[src/rtl/cpu_defs.sv]
// rtl/cpu_defs.sv - shared CPU constants: load sizes, special register indices, SP reset value
package cpu_defs;

    localparam logic [1:0]  SIZE_WORD    = 2'b00;
    localparam logic [1:0]  SIZE_HALF    = 2'b01;
    localparam logic [1:0]  SIZE_BYTE    = 2'b10;

    localparam logic [4:0]  REG_ZERO     = 5'd0;
    localparam logic [4:0]  REG_SP       = 5'd29;
    localparam logic [31:0] SP_RESET_VAL = 32'd227;

endpackage

[src/rtl/load_size_ext.sv]
// rtl/load_size_ext.sv - combinational load sizing (byte/half/word, signed or unsigned)
module load_size_ext
    import cpu_defs::*;
(
    input  logic [31:0] write_data,
    input  logic [1:0]  write_size,
    input  logic        write_signed,
    output logic [31:0] sized_data
);

    always_comb begin
        sized_data = write_data;
        case (write_size)
            SIZE_HALF: sized_data = {{16{write_signed & write_data[15]}}, write_data[15:0]};
            SIZE_BYTE: sized_data = {{24{write_signed & write_data[7]}}, write_data[7:0]};
            SIZE_WORD: sized_data = write_data;
            // 2'b11 is reserved and behaves as a word write
            default:   sized_data = write_data;
        endcase
    end

endmodule

[src/rtl/banco_reg_wb.sv]
// rtl/banco_reg_wb.sv - 32x32 register bank write-back endpoint; REGFILE_BYPASS_EN enables write-through forwarding
module banco_reg_wb
    import cpu_defs::*;
#(
    parameter int          SP_INDEX = 29,
    parameter logic [31:0] SP_RESET = SP_RESET_VAL,
    parameter int          NREGS    = 32
)
(
    input  logic        clk,
    input  logic        reset_n,
    input  logic        reg_write,
    input  logic [4:0]  write_reg,
    input  logic [31:0] write_data,
    input  logic [1:0]  write_size,
    input  logic        write_signed,
    input  logic [4:0]  read_reg1,
    input  logic [4:0]  read_reg2,
    output logic [31:0] read_data1,
    output logic [31:0] read_data2,
    output logic        wb_valid,
    output logic [4:0]  wb_reg
);

    logic [31:0] sized_data;
    logic        commit;
    // index 0 is hard-wired to zero, so it has no storage
    logic [31:0] regs [1:NREGS-1];

    load_size_ext u_load_size_ext (
        .write_data   (write_data),
        .write_size   (write_size),
        .write_signed (write_signed),
        .sized_data   (sized_data)
    );

    assign commit = reg_write && (write_reg != REG_ZERO);

    always_ff @(posedge clk or negedge reset_n) begin
        if (!reset_n) begin
            for (int i = 1; i < NREGS; i++) begin
                regs[i] <= (i == SP_INDEX) ? SP_RESET : 32'd0;
            end
            wb_valid <= 1'b0;
            wb_reg   <= 5'd0;
        end else begin
            wb_valid <= commit;
            if (commit) begin
                regs[write_reg] <= sized_data;
                wb_reg          <= write_reg;
            end
        end
    end

    always_comb begin
        read_data1 = 32'd0;
        read_data2 = 32'd0;
        if (read_reg1 != REG_ZERO) read_data1 = regs[read_reg1];
        if (read_reg2 != REG_ZERO) read_data2 = regs[read_reg2];
`ifdef REGFILE_BYPASS_EN
        // forward the same sized value that will be stored, so both views agree
        if (commit && (read_reg1 == write_reg)) read_data1 = sized_data;
        if (commit && (read_reg2 == write_reg)) read_data2 = sized_data;
`else
`endif
    end

endmodule

[config.mk]
export PLATFORM = sky130hd
export DESIGN_NAME = banco_reg_wb
export DESIGN_NICKNAME = d
export VERILOG_FILES = /design/src/rtl/cpu_defs.sv /design/src/rtl/load_size_ext.sv /design/src/rtl/banco_reg_wb.sv
export SDC_FILE = /design/constraint.sdc
export NUM_CORES = 2
export LEC_CHECK = 0
export CORE_MARGIN = 2
export CORE_UTILIZATION = 63
export DETAILED_ROUTE_END_ITERATION = 7
export HOLD_SLACK_MARGIN = 0.15
export PLACE_DENSITY = 0.81
export SLEW_MARGIN = 40
export SYNTH_ARGS = -nofsm -noshare
export SYNTH_HDL_FRONTEND = slang
export SYNTH_HIERARCHICAL = 1
export SYNTH_SLANG_ARGS = --single-unit
export TNS_END_PERCENT = 10
[constraint.sdc]
create_clock -name clk -period 3.15 [get_ports clk]
set_input_delay 0.4725 -clock clk [delete_from_list [all_inputs] [get_ports clk]]
set_output_delay 0.4725 -clock clk [all_outputs]
set_load 0.01 [all_outputs]
==> flow_summary.rst <==
.. list-table::
   :header-rows: 1

   * - Metric
     - Value
   * - Result of the run
     - finished with violations
   * - Failing checks
     - setup timing
   * - Total count of max-transition violations in the final report
     - 0
   * - Static leakage
     - between 0.02 and 0.03 uW
   * - Number of global-route vias before repair
     - ~41000
   * - Clock tree from TritonCTS
     - built
   * - Worst clock skew on the final layout
     - 0 ns
   * - Power per cell area
     - about 610 nW/um^2
   * - Area enclosed by the die boundary
     - a little under 90000 sq um
   * - Flip-flop count of the largest register after layout
     - 992
   * - Critical path startpoint category
     - input pin
   * - CTS buffer count
     - between 100 and 150
   * - Relative area change from synthesis to final layout
     - 16.9%
   * - Post-synthesis cell area
     - about 54000 sq um
   * - Largest cells by area after synthesis
     - sky130_fd_sc_hd__dfrtp_1 46%, sky130_fd_sc_hd__mux2_2 21%, sky130_fd_sc_hd__mux2i_1 12%, sky130_fd_sc_hd__mux4_2 5.5%, sky130_fd_sc_hd__o22ai_1 2.9%
   * - Detailed Place HPWL
     - 110 mm
   * - Number of placed instances, taps included
     - ~5400
   * - Detail-routed via count per cell
     - 7.25
   * - Predominant post-synthesis flop cell
     - sky130_fd_sc_hd__dfrtp_1
   * - Gpl congestion
     - between 0.9 and 1
   * - DRT iter0 DRCs
     - 4797
   * - Remaining number of nets flagged by the antenna check after routing
     - 0
   * - Met3 WL post-DR
     - ~20 mm
   * - Register clock-pin slew on the reported worst setup and hold paths
     - 0.06 ns
   * - Floorplan row count
     - 107
   * - FF+latch count, synth
     - about 1000
   * - First-pass GRT wire length
     - approximately 260 mm
   * - Headroom to the max-slew limit
     - a little over two fifths
   * - Die extent in x
     - a little under 300 um
   * - Library cell used as clock root buffer
     - sky130_fd_sc_hd__clkbuf_16
   * - Most frequent cell after synthesis
     - sky130_fd_sc_hd__mux2_2
   * - Count of unresolved DRC violations after routing
     - 0
   * - Mean instance size in the synthesized netlist
     - ~13 sq um
   * - Initial core utilization
     - 63.7%
   * - Via Count
     - around 40000
   * - Max Buffers Root-to-Sink
     - 3
   * - Die height
     - 298 um
   * - Number of standard cells after synthesis
     - a little over 4000
   * - Met2 wirelength from detailed routing
     - roughly 79 mm
   * - Mapped Nets
     - roughly 4200
   * - Setup tns final
     - -0.364 ns
   * - Worst min-delay path class
     - input pin to async pin
   * - First-pass DRT Iterations
     - 8
   * - Asr flop ratio synth
     - 100%
   * - Number of synthesized flops with an enable pin
     - 0
   * - Wirelength, routed
     - 176 mm
   * - Clock H-tree levels
     - 3
   * - Fraction of final layout cells sized beyond drive strength 1
     - a little over two fifths
   * - Proportion of netlist area held by the largest area contributor
     - a little under half
   * - Largest fanout on the critical path
     - 25
   * - Buffers added on ports
     - 122
   * - Final cell count without fillers
     - around 5600
   * - Worst setup slack after layout
     - -0.125 ns
   * - Pin count of the biggest net entering global routing
     - about 120
   * - Highest Signal Layer
     - met5
   * - RSZ-0062 raised after global routing
     - true
   * - Clock Sinks
     - 998
   * - Worst vdd rail ir drop
     - 524 uV
   * - Required @ worst endpoint
     - roughly 2.7 ns
   * - Final critical-path required period
     - between 3 and 4 ns
   * - Insertion delay of the later-clocked pin in the worst-skew pair
     - 0.67 ns
   * - Drt wl/cell
     - roughly 32 um
   * - Count of boundary I/O pins
     - about 120
   * - Synth top cells by count
     - 1027 x sky130_fd_sc_hd__mux2_2, 993 x sky130_fd_sc_hd__dfrtp_1, 632 x sky130_fd_sc_hd__mux2i_1, 256 x sky130_fd_sc_hd__o22ai_1, 180 x sky130_fd_sc_hd__clkbuf_1
   * - Total routing resource utilization after global routing
     - 39.1%
   * - Residual overflow from global routing
     - 0
   * - Synth unique cells
     - between 40 and 50
   * - Number of antenna violations at the first check in global routing
     - 5
   * - Total routed wire length on the met1 layer
     - a little under 70 mm
   * - Critical Path AT
     - 2.80 ns
   * - Worst setup EP type
     - output pin
   * - Number of nets in the layout
     - between 4000 and 5000
   * - Worst Tran Pin Value
     - 0.864 ns
   * - Pre-CTS worst setup slack
     - -0.440 ns
   * - Max Freq
     - around 0.3 GHz
   * - Area inside the core boundary
     - ~85000 sq um
   * - Share of the yosys chip area belonging to registers
     - around 46%
   * - Setup CP Type
     - input pin to output pin
   * - Top cell type by total area after synthesis
     - sky130_fd_sc_hd__dfrtp_1
   * - Yosys warns
     - 6
   * - Number of maximum-capacitance violations
     - 0
   * - Count of endpoints failing hold in the final timing report
     - 0
   * - Final Setup Violations
     - 8
   * - Final period util
     - 104%
## worst paths after layout
path / startpoint / to / slack (ns) / depth (start not counted)
max in group asynchronous: reset_n / regs[178] / 1.77 / 4
min reg2reg: wb_reg[2] / wb_reg[2] / 0.50 / 1
max: read_reg1[0] / read_data1[8] / -0.13 / 9
min in group clk: write_data[5] / regs[69] / 0.41 / 2
min: reset_n / regs[633] / 0.28 / 2
max reg2reg: regs[577] / regs[577] / 2.30 / 1
## placed cells by master (no fill, tap or decap), types with 14 or more instances in the layout
cell type and count:
sky130_fd_sc_hd__nand2_1 21, sky130_fd_sc_hd__mux2_1 31, sky130_fd_sc_hd__clkbuf_8 33, sky130_fd_sc_hd__a21oi_1 51, sky130_fd_sc_hd__mux4_2 132, sky130_fd_sc_hd__nor4_2 34
sky130_fd_sc_hd__buf_12 122, sky130_fd_sc_hd__mux2i_1 632, sky130_fd_sc_hd__nor2_4 16, sky130_fd_sc_hd__a211oi_1 36, sky130_fd_sc_hd__nor2b_1 63, sky130_fd_sc_hd__a211oi_2 28
sky130_fd_sc_hd__dfrtp_1 993, sky130_fd_sc_hd__clkinv_2 24, sky130_fd_sc_hd__a22oi_1 63, sky130_fd_sc_hd__bufinv_16 14, sky130_fd_sc_hd__o22ai_1 256, sky130_fd_sc_hd__clkbuf_16 105
sky130_fd_sc_hd__buf_4 268, sky130_fd_sc_hd__nor4_1 17, sky130_fd_sc_hd__a221o_1 64, sky130_fd_sc_hd__dlygate4sd2_1 14, sky130_fd_sc_hd__mux2_2 1027, sky130_fd_sc_hd__clkdlybuf4s50_1 63
sky130_fd_sc_hd__nand2_2 15, sky130_fd_sc_hd__nor3_1 128
## power breakdown
group | switching (uW) | total (uW) | internal, uW
clock network | 5410 | 13500 | 8050
registers | 1810 | 16900 | 15100
logic | 3750 | 8100 | 4360
total | 11000 | 38500 | 27500
## worst max-delay path, cell delays in order
cell	delay, ns
sky130_fd_sc_hd__buf_8	0.23
sky130_fd_sc_hd__buf_16	0.26
sky130_fd_sc_hd__buf_12	0.24
sky130_fd_sc_hd__mux2i_1	0.12
sky130_fd_sc_hd__o22ai_1	0.20
sky130_fd_sc_hd__nor3_1	0.07
sky130_fd_sc_hd__nor4_1	0.36
sky130_fd_sc_hd__buf_4	0.20
sky130_fd_sc_hd__clkdlybuf4s50_1	0.58
## logic make-up (layout without fill, tap and decap cells)
| logic type | after synthesis | count (layout) | share of synthesized area, % |
|---|---|---|---|
| AO/OA/AOI/OAI | 540 | 540 | 6.88 |
| adder cells (fa/ha/maj) | 2 | 2 | 0.0460 |
| buffers and inverters | 447 | 700 | 4.15 |
| flip-flops | 998 | 998 | 46.0 |
| multiplexers | 1822 | 1822 | 39.0 |
| other | 0 | 3 | 0 |
| AND/OR/NAND/NOR | 347 | 347 | 3.91 |
## per-stage QoR
stage	total power (uW)	instance area [sq um]	hold WS [ns]	util (%)
6_report	38500	63500	0.285	74.5
3_3_place_gp	24300	59400	0.425	69.6
5_1_grt	39700	63500	0.311	74.5
4_1_cts	38300	63400	0.300	74.3
3_5_place_dp	24800	59400	0.423	69.6
2_1_floorplan	21800	54300	0.177	-
## layer usage
metal,global-route usage (%),vias up
li1,-,16136
met1,52.6,20820
met2,58.4,2644
met3,10.3,670
met4,20.8,4
met5,0,-
## what timing repair did
item                                    in CTS  in global routing
endpoints found under the setup margin      62                 32
hold buffers                                 1                  0
pin swaps                                   18                 11
gates resized for setup                     82                 35
setup buffers                                0                  0
endpoints found under the hold margin      130                  0
## area by class of cell
class	count	area, sq um
clock inverter	48	641
inverter	3	11.3
fill	5328	21800
sequential	998	25000
tap	1144	1430
timing repair buffer	498	5580
clock buffer	151	3130
multi-input combinational	2711	27700
antenna	3	7.51
No activity file was read; power rests on OpenSTA's default activity.
